--- src/rtl/b8_issue_pkg.sv ---
// Shared types for the way-0 issue transmitter.
//   issue_pkt_t  : decoded, operand-read instruction packet (255 bits)
//   EU_DEPTH_DEF : default entry count of the downstream EU input buffer
package b8_issue_pkg;

  localparam int EU_DEPTH_DEF = 4;

  typedef struct packed {
    logic [4:0]  rd_addr;
    logic        rd_write_enable;
    logic [31:0] inst_addr;
    logic [63:0] rs1_data;
    logic [63:0] rs2_data;
    logic [63:0] imm;
    logic [6:0]  op_code;
    logic [2:0]  funct3;
    logic [6:0]  funct7;
    logic [5:0]  shamt;
    logic [1:0]  pid;
  } issue_pkt_t;

endpackage

--- src/rtl/issue_skid_fifo.sv ---
// Small synchronous FIFO of issue packets used as the skid queue.
//   push/pop : write/read strobes; a push while full is taken only if a pop
//              happens in the same cycle
//   flush    : empties the queue on the next edge (wins over push/pop)
//   full/empty/head : status from registered pointers, head = oldest entry
module issue_skid_fifo
  import b8_issue_pkg::*;
#(
  parameter int DEPTH = 2
) (
  input  logic       clk,
  input  logic       reset_n,
  input  logic       push,
  input  logic       pop,
  input  logic       flush,
  input  issue_pkt_t din,
  output logic       full,
  output logic       empty,
  output issue_pkt_t head
);

  localparam int AW = $clog2(DEPTH);

  issue_pkt_t    mem [DEPTH];
  logic [AW:0]   wptr, rptr;
  logic          do_push, do_pop;

  // Extra pointer bit distinguishes full from empty across wrap.
  assign empty   = (wptr == rptr);
  assign full    = (wptr[AW] != rptr[AW]) && (wptr[AW-1:0] == rptr[AW-1:0]);
  assign do_pop  = pop && !empty;
  assign do_push = push && (!full || do_pop);
  assign head    = mem[rptr[AW-1:0]];

  always_ff @(posedge clk or negedge reset_n) begin
    if (!reset_n) begin
      wptr <= '0;
      rptr <= '0;
      for (int i = 0; i < DEPTH; i++) mem[i] <= '0;
    end else if (flush) begin
      wptr <= '0;
      rptr <= '0;
    end else begin
      if (do_push) begin
        mem[wptr[AW-1:0]] <= din;
        wptr              <= wptr + 1'b1;
      end
      if (do_pop) rptr <= rptr + 1'b1;
    end
  end

endmodule

--- src/rtl/eu_issue_tx_way0.sv ---
// Way-0 issue transmitter. Buffers upstream packets in a skid queue and
// writes them into the EU input buffer, tracking that buffer's occupancy
// locally since it exposes no full flag.
//   pkt_i/pktValid_i/pktReady_o : upstream valid/ready handshake
//   pkt_o/euValid_o             : EU buffer write data / write strobe
//   euReady_i                   : EU buffer read enable (consumes one credit)
//   jumpFlag_i                  : flush, shared with the EU buffer
//   occupancy_o                 : tracked EU buffer occupancy
module eu_issue_tx_way0
  import b8_issue_pkg::*;
#(
  parameter int EU_DEPTH   = EU_DEPTH_DEF,
  parameter int SKID_DEPTH = 2
) (
  input  logic                          clk,
  input  logic                          reset_n,
  input  issue_pkt_t                    pkt_i,
  input  logic                          pktValid_i,
  output logic                          pktReady_o,
  output issue_pkt_t                    pkt_o,
  output logic                          euValid_o,
  input  logic                          euReady_i,
  input  logic                          jumpFlag_i,
  output logic [$clog2(EU_DEPTH+1)-1:0] occupancy_o
);

  localparam int OW = $clog2(EU_DEPTH+1);

  logic [OW-1:0] occ;
  logic [OW:0]   occ_sum;
  logic          skid_full, skid_empty;
  logic          send, consume, accept;

  assign consume    = euReady_i && (occ != '0);
  // A full buffer still takes a write in a cycle where it is also read.
  assign send       = !skid_empty && ((occ < OW'(EU_DEPTH)) || consume) && !jumpFlag_i;
  assign pktReady_o = !skid_full;
  assign accept     = pktValid_i && !skid_full && !jumpFlag_i;
  assign euValid_o  = send;
  assign occupancy_o = occ;

  // One bit wider so both overflow and underflow would show up as > EU_DEPTH.
  assign occ_sum = {1'b0, occ} + (OW+1)'(send) - (OW+1)'(consume);

  issue_skid_fifo #(.DEPTH(SKID_DEPTH)) u_skid (
    .clk     (clk),
    .reset_n (reset_n),
    .push    (accept),
    .pop     (send),
    .flush   (jumpFlag_i),
    .din     (pkt_i),
    .full    (skid_full),
    .empty   (skid_empty),
    .head    (pkt_o)
  );

  // Jump clears the count in lockstep with the EU buffer flush; any read in
  // the jump cycle is moot because the buffer is emptied anyway.
  always_ff @(posedge clk or negedge reset_n) begin
    if (!reset_n)        occ <= '0;
    else if (jumpFlag_i) occ <= '0;
    else                 occ <= occ_sum[OW-1:0];
  end

  always_ff @(posedge clk) begin
    if (reset_n && !jumpFlag_i) begin
      assert (occ_sum <= (OW+1)'(EU_DEPTH))
        else $error("occupancy out of range: %0d", occ_sum);
    end
  end

endmodule

--- config.mk ---
export PLATFORM = sky130hd
export DESIGN_NAME = eu_issue_tx_way0
export DESIGN_NICKNAME = d
export VERILOG_FILES = /design/src/rtl/b8_issue_pkg.sv /design/src/rtl/issue_skid_fifo.sv /design/src/rtl/eu_issue_tx_way0.sv
export SDC_FILE = /design/constraint.sdc
export NUM_CORES = 1
export LEC_CHECK = 0
export CAP_MARGIN = 20
export CELL_PAD_IN_SITES_DETAIL_PLACEMENT = 0
export CELL_PAD_IN_SITES_GLOBAL_PLACEMENT = 1
export CORE_ASPECT_RATIO = 0.9
export CORE_MARGIN = 3
export CORE_UTILIZATION = 35
export DETAILED_ROUTE_END_ITERATION = 6
export GPL_TIMING_DRIVEN = 0
export PLACE_DENSITY = 0.78
export SYNTH_ARGS = -nofsm -noshare
export SYNTH_HDL_FRONTEND = slang
export SYNTH_SLANG_ARGS = --single-unit
--- constraint.sdc ---
create_clock -name clk -period 3.2 [get_ports clk]
set_input_delay 0.32 -clock clk [delete_from_list [all_inputs] [get_ports clk]]
set_output_delay 0.32 -clock clk [all_outputs]
set_load 0.05 [all_outputs]
Word-level counts from Yosys, hierarchy flattened
Index checks and enable logic that the tools add are counted.

Register bits after elaboration: 517. Output and inout bits: 260. Logic and storage cells: 68.

$add $sub $neg: 4. Order comparisons: 4. Eq/ne operators: 3. Mux-type cells: 11. Bitwise operators: 3. Reductions and logical operators: 18.

Operators by type and width (count): $mux 255 (4); $bwmux 510 (1); $demux 255 s1 (1); $logic_and 1x1->1 (9); $mux 2 (4); $add 2x1->2 const B (2); $ge 2x2->1 const B (2); $not 1->2 (2); $reduce_bool 2->1 (2); $add 3x1->3 (1); $logic_not 1->1 (3); $lt 3x3->1 const B (1); $mux 3 (1); $reduce_bool 3->1 (1); $sub 3x1->3 (1); $eq 2x2->1 (1); $logic_or 1x1->1 (2); $lt 2x1->1 const B (1); $reduce_and 2->1 (1); $eq 1x1->1 (1); $ne 1x1->1 (1); $not 1->1 (1).

Logic depth before layout (Yosys ltp)
Gate-level depths: netlist of the first run.

Depth after elaboration: 10. Mapped depth: 9.

By module
A second synthesis of the first run with hierarchy kept.

Cells, all modules: 1413. Area total of the unflattened synthesis: 24773.8 um^2.

By module, submodules not included: issue_skid_fifo (times used 1, cells each 1394, area each 24574.8 um^2); eu_issue_tx_way0 (times used 1, cells each 19, area each 198.9 um^2).

Worst setup path before layout of the first run
Ideal clock, no wire load.

Kind: register -> register. Start point: register u_skid.rptr[0]. End point: register occ[2], in the netlist occupancy_o[2]. Setup time: 132 ps. Arrival time: 3221 ps. Setup slack: -153 ps. Cell stages (with the launch flop): 10. Period minus slack after synthesis: 3353 ps. Path through: dfrtp_1 -> clkbuf_1 -> buf_2 -> xnor2_1 -> a211oi_1 -> ha_1 -> inv_1 -> fa_1 -> xnor2_1 -> nor2_1.

Cells in the longest elaborated chain, start to end: 7.

RTL lines: start: declaration (RTL line issue_skid_fifo.sv:25) `logic [AW:0] wptr, rptr;`; start signal: assignment (RTL line issue_skid_fifo.sv:48) `if (do_pop) rptr <= rptr + 1'b1;`; $eq 2x2->1 (RTL line issue_skid_fifo.sv:29) `assign empty = (wptr == rptr);`; $logic_not 1->1 (RTL line eu_issue_tx_way0.sv:36) `assign send = !skid_empty && ((occ < OW'(EU_DEPTH)) || consume) && !jumpFlag_i;`; $logic_and 1x1->1 (2 in a row) (RTL line eu_issue_tx_way0.sv:36); via euValid_o (RTL line eu_issue_tx_way0.sv:21) `output logic euValid_o,`; $add 3x1->3 (RTL line eu_issue_tx_way0.sv:43) `assign occ_sum = {1'b0, occ} + (OW+1)'(send) - (OW+1)'(consume);`; $sub 3x1->3 (RTL line eu_issue_tx_way0.sv:43); $mux 3 (RTL line eu_issue_tx_way0.sv:61) `else if (jumpFlag_i) occ <= '0;`; end signal: assignment (RTL line eu_issue_tx_way0.sv:62) `else occ <= occ_sum[OW-1:0];`; end: declaration (RTL line eu_issue_tx_way0.sv:29) `logic [OW-1:0] occ;`.

The timed path passes the listed nets, and every way through them passes these cells. A chain may end at the register's enable or synchronous reset.

==> flow_summary.ini, run 1 <==
[outcome]
status = finished, final reports clean

[min_path]
hp-class = primary input to asynchronous set/reset pin

[setup_path]
worst-setup-path-type = register to output port
slowest_delay_ns = 0.73
crit_path_max_fanout = 12
cp.required_ns = 2.88
worstPathCellList = clkbuf_2 -> mux2_2 -> clkdlybuf4s50_1
cp_slowest_cell = clkdlybuf4s50_1
critPathArrivalTime_ns = 2.69
end_kind = output port
cp-start-kind = register

[global_routing]
met3_usage = 0.0659
antenna_found_initial = 7
track_usage = 0.187
use_met1 = 0.219
grt.busiest_layer = met2
gr-usage-met2 = 0.325
grt_pass1_vias = 15800
grt_max_degree = 127
grt_pass1_wl_um = 96500
grt_overflow = 0

[power_and_ir_drop]
ir_drop_v = 0.000625
p_per_area_nw_per_um2 = 1050
p_leak_uw = 0.0130

[route]
drt_iter0_markers = 394
viasPerCell = 4.85
drt_pass1_iterations = 4
vias = 14000
wire_per_inst_um = 22.1
antenna_left = 0
drcViolationCount = 0
wl_um = 63800

[yosys]
synth_fa_ha_area_frac = 0.00199
syn-cell-area_um2 = 22600
avgSynthCellArea_um2 = 16.0
post_synth_num_cell_types = 32
synth_top_family_by_area = multiplexers
yosysWarnings = 0
netlist_instances = 1413
ys_seq_area_frac = 0.572
synthMuxAreaShare = 0.381
synth_compound_area_frac = 0.00304
yosys.area_share.simple = 0.00470
synth_xor_area_frac = 0.00227
syn_nets = 1676
ys_seq_elements = 517

[die]
ios = 520
die_x_um = 274
placementRows = 87
coreArea_um2 = 63200
start_util = 0.357
die_area_um2 = 67700
fp.dieH_um = 247

[placement]
hpwlAfterDp_um = 46700
place.gp.congestion = 0.801
placed_cells = 2781
port_buffers = 519

[timing]
hold_violations = 0
slew_headroom = 0.537
tightest_slew_ns = 0.695
setup_violations = 0
skew_ns = 0.0114
timing.fmax_ghz = 0.332
min_period_ns = 3.01
rsz0062_at_grt = false
hold_slack_ns = 0.309
slew_viol_final = 0
fin_crit_sh = 0.942

[cells_and_area]
nFillCells = 5542
multi_input_area_um2 = 8900
layout-drive-gt1-share = 0.441
stdcell_count = 2889
finalNetCount = 2256
area_delta_synth_final_pct = 35.6
seq_area_um2 = 12900

[clock_network]
path_clk_slew_ns = 0.06
clock_latency_ns = 0.58
cts_buffers = 55
cts_tree = built
cts_sinks = 517
cts_buffer_depth = 3
post_cts_buffers = 0
cts_root_buf = clkbuf_16
htreeDepth = 2

[run]
max_cap_violations = 0
[worst paths after layout]
check                                startpoint              end  slack, ns  cells past startpoint
worst max-delay path             u_skid.rptr[0]       pkt_o[253]       0.19                      3
worst min-delay path                    reset_n   u_skid.mem[41]       0.31                      2
worst max register to register   u_skid.rptr[0]   occupancy_o[2]       0.89                      8
worst min register to register  u_skid.mem[178]  u_skid.mem[178]       0.48                      1
max in group asynchronous               reset_n  u_skid.mem[249]       1.26                      4
min in group clk                     pkt_i[178]  u_skid.mem[178]       0.36                      2
[layout make-up]
class,count,share of cell area
Antenna cell,5,0.000408
Buffer,86,0.0254
Clock buffer,87,0.0544
Clock inverter,16,0.00637
Inverter,5,0.000612
Multi-Input combinational cell,804,0.290
Sequential cell,517,0.422
Tap cell,845,0.0345
Timing Repair Buffer,524,0.166
[worst max-delay path: cells and delay by family (launching register included)]
kind / cells / cell delay [ns]
multiplexers: 1 / 0.41
buffers and inverters: 2 / 1.15
flip-flops: 1 / 0.54
[synth_stat cells (all sizes together)]
cell type / n / area [um2]
mux2: 765 / 8610
dfrtp: 517 / 12900
buf: 76 / 716
clkbuf: 11 / 41.3
inv: 5 / 18.8
nand2: 5 / 18.8
nor2: 4 / 15.0
a21oi: 3 / 18.8
nand3: 3 / 15.0
xnor2: 3 / 26.3
ha: 2 / 25.0
nand2b: 2 / 12.5
nor2b: 2 / 12.5
o21ai: 2 / 10.0
xor2: 2 / 25.0
a211oi: 1 / 7.51
a311oi: 1 / 8.76
a31oi: 1 / 6.26
fa: 1 / 20.0
mux2i: 1 / 10.0
nand3b: 1 / 7.51
nor3b: 1 / 7.51
nor4bb: 1 / 10.0
o2111ai: 1 / 8.76
o31a: 1 / 8.76
or4: 1 / 7.51
[cells in the final DEF, fill, tap and decap left out, types with 2 or more instances in the layout]
cell	Yosys	routed
a21oi_1	2	2
buf_16	0	4
buf_2	20	16
buf_4	4	7
buf_6	52	52
bufinv_16	0	4
clkbuf_1	11	19
clkbuf_16	0	57
clkbuf_2	0	6
clkbuf_4	0	3
clkbuf_8	0	13
clkdlybuf4s50_1	0	329
clkinv_2	0	8
clkinvlp_4	0	2
dfrtp_1	517	516
diode_2	0	5
dlygate4sd2_1	0	189
ha_1	2	2
inv_1	5	5
mux2_1	45	45
mux2_2	720	720
nand2_1	5	5
nand2b_1	2	2
nand3_1	3	3
nor2_1	4	4
nor2b_1	2	2
xnor2_1	3	3
[cell families (layout without fill, tap and decap cells)]
kind of cell / count (synthesis) / in the layout
XOR/XNOR: 5 / 5
buffers and inverters: 92 / 718
other: 0 / 5
adder cells (fa/ha/maj): 3 / 3
AO/OA/AOI/OAI: 10 / 10
multiplexers: 766 / 766
flip-flops: 517 / 517
AND/OR/NAND/NOR: 20 / 20
[report_power, final]
part	internal [uW]	total (uW)	switching, uW	leakage [uW]
registers	9090	10300	1200	0.00613
clock network	3890	6470	2580	0.000914
logic	5910	15600	9650	0.00598
[through the flow]
step | utilization | setup slack (ns) | TNS [ns] | cell area (um2) | power (uW)
after CTS | 0.484 | 0.00813 | 0 | 30600 | 32700
after global placement | 0.456 | -20.40 | - | 28900 | 26700
after floorplan | - | 0.391 | 0 | 22600 | 21600
after detailed placement | 0.458 | -0.571 | -64.74 | 29000 | 27000
after global routing | 0.485 | 0.00695 | 0 | 30600 | 33900
final | 0.485 | 0.186 | 0 | 30700 | 32300
[per-layer routing]
layer | vias to the layer above | wire length [um] | share of wire
met3 | 106 | 5260 | 0.083
met2 | 386 | 31400 | 0.49
met1 | 7261 | 25400 | 0.40
met5 | - | 56 | 0.00088
met4 | 10 | 1650 | 0.026
li1 | 6253 | - | -
[flip-flops by register name, indices dropped and copies added (netlist names)]
name	count
u_skid.mem	510
occupancy_o	3
u_skid.rptr	2
u_skid.wptr	2
[repair_timing]
| item | 4_1_cts | 5_1_grt |
|---|---|---|
| hold buffers | 1 | 0 |
| gates resized for setup | 203 | 1 |
| hold endpoints to repair | 63 | 0 |
| endpoints found under the setup margin | 257 | 1 |
Note: power is estimated with default switching activity, not from simulation.
==> run 2, diff against run 1 <==
Settings changed: CORE_UTILIZATION 35 to 45, GPL_TIMING_DRIVEN 0 to 1, PLACE_DENSITY 0.78 to 0.95.
==> run 2 against run 1 <==
Global-route usage up 2.4 points; critical path depth up 1; total power up 0.63%; maximum frequency down 3.2%; die area down 22%; routed wire length down 11%; final area down 1.4%; worst hold slack better by 0.057 ns; highest routed layer unchanged.
==> flow_summary.ini, run 2 (same netlist as run 1, synthesis figures left out) <==
[outcome]
status = finished, final reports clean

[power_and_ir_drop]
sw_frac_of_total = 0.411
pwr-share-seq = 0.319
finalPower_uw = 32500
p_per_area_nw_per_um2 = 1080
switchingPower_uw = 13400
p_leak_uw = 0.0126
comb_power_share = 0.493
p_int_uw = 19200
ir_drop_v = 0.000772
clkPwrFrac = 0.188

[setup_path]
worst-setup-path-type = register to output port
cp-start-kind = register
startpoint = u_skid.rptr[0]
crit_path_max_fanout = 32
cp.required_ns = 2.88
critPathArrivalTime_ns = 2.79
rr_startpoint = u_skid.wptr[1]
end_kind = output port

[clock_network]
path_clk_slew_ns = 0.06
post_cts_buffers = 0
cts_sinks = 517
cts_buffer_depth = 3
cts_root_buf = clkbuf_16
htreeDepth = 2
clock_latency_ns = 0.58
cts_buffers = 52
cts_tree = built

[timing]
hold_violations = 0
rsz0062_at_grt = false
min_period_ns = 3.11
tns_ns = 0
tightest_slew_ns = 0.819
fin_crit_sh = 0.973
setup_violations = 0
slew_headroom = 0.454
skew_ns = 0.0245
slew_viol_final = 0
timing.fmax_ghz = 0.321

[global_routing]
grt_max_degree = 94
grt_pass1_wl_um = 88500
grt_pass1_vias = 15500
grt_overflow = 0
track_usage = 0.211
antenna_found_initial = 14

[min_path]
hp-start = pkt_i[230]
hp-class = primary input to register

[placement]
hpwlAfterDp_um = 40200
place.gp.congestion = 0.792
port_buffers = 519
dpl_cell_area_um2 = 28500
placed_cells = 2565

[cells_and_area]
largest_register = u_skid.mem
layout-drive-gt1-share = 0.434
fin_area_um2 = 30200
area_delta_synth_final_pct = 33.7
stdcell_count = 2670
nFillCells = 3734
final_common_cell = mux2_2
finalNetCount = 2212
largest_reg_flops = 510
final_cell_mix = 720 x mux2_2, 516 x dfrtp_1, 465 x clkdlybuf4s50_1, 53 x clkbuf_16, 51 x dlygate4sd2_1

[route]
wire_per_inst_um = 21.2
vias = 13800
wl_um = 56600
antenna_left = 0
viasPerCell = 5.17
drcViolationCount = 0
drt_pass1_iterations = 4
drt_iter0_markers = 506

[die]
ios = 520
die_area_um2 = 53000
die_x_um = 242
coreArea_um2 = 49400
start_util = 0.457
placementRows = 77
fp.dieH_um = 219

[run]
max_cap_violations = 0
-- run 2: changes by cell type in the layout (fill, tap and decap cells not counted), sizes merged --
| cell | delta |
|---|---|
| buf | -30 |
| bufinv | -2 |
| clkbuf | -23 |
| clkdlybuf4s50 | +136 |
| clkinv | +5 |
| clkinvlp | +2 |
| diode | +2 |
| dlygate4sd2 | -138 |
| dlymetal6s2s | +2 |
| inv | +1 |
-- run 2: repair_timing --
item / CTS / global route
endpoints found under the hold margin: 81 / 0
setup endpoints to repair: 51 / 2
hold buffers: 1 / 0
gates resized for setup: 51 / 2
gates cloned: 0 / 0
-- run 2: per-layer routing --
| layer | track usage | part of all wire |
|---|---|---|
| met3 | 0.0811 | 0.086 |
| met1 | 0.247 | 0.39 |
| met5 | 0 | 0.0018 |
| met4 | 0.0621 | 0.023 |
| met2 | 0.363 | 0.50 |
-- run 2: path summary, 6_finish.rpt --
path                                         to  slack (ns)  cells past startpoint
worst max-delay path                  pkt_o[12]        0.09                      4
worst min-delay path            u_skid.mem[485]        0.37                      2
worst max register to register  u_skid.mem[281]        0.83                      5
worst min register to register   u_skid.mem[72]        0.48                      1
max in group asynchronous       u_skid.mem[198]        1.76                      3
min in group asynchronous       u_skid.mem[340]        0.41                      2
-- run 2: cell type report --
cell class              count  area (um2)  share of cell area
flip-flops and latches    517       12900               0.428
multi-input cells         804        8920               0.295
repair buffers            569        5760               0.190
clock buffers              75        1560              0.0516
well taps                 671         840              0.0278
clock inverters            22         178             0.00588
inverters                   5        18.8            0.000621
diodes                      7        17.5            0.000579
-- run 2: through the flow --
stage / setup slack [ns] / util / hold slack, ns
floorplan: 0.391 / - / 0.0244
global placement: 0.583 / 0.577 / 0.413
detailed placement: 0.565 / 0.577 / 0.424
CTS: 0.0317 / 0.611 / 0.321
global route: 0.00308 / 0.611 / 0.343
finish: 0.0855 / 0.612 / 0.365
-- run 2: critical path, cell delays in order, from the launching register on --
cell and delay (ns):
dfrtp_4 0.55, buf_12 0.26, buf_4 0.22, mux2_2 0.35, clkdlybuf4s50_1 0.78
-- run 2: power by group through the flow --
| stage | Sequential (uW) | Clock, uW | Combinational (uW) |
|---|---|---|---|
| floorplan | 10000 | 0 | 11600 |
| global placement | 10200 | 0 | 16100 |
| detailed placement | 10500 | 0 | 16300 |
| CTS | 10400 | 6270 | 16200 |
| global route | 10700 | 6540 | 16800 |
| finish | 10400 | 6110 | 16000 |
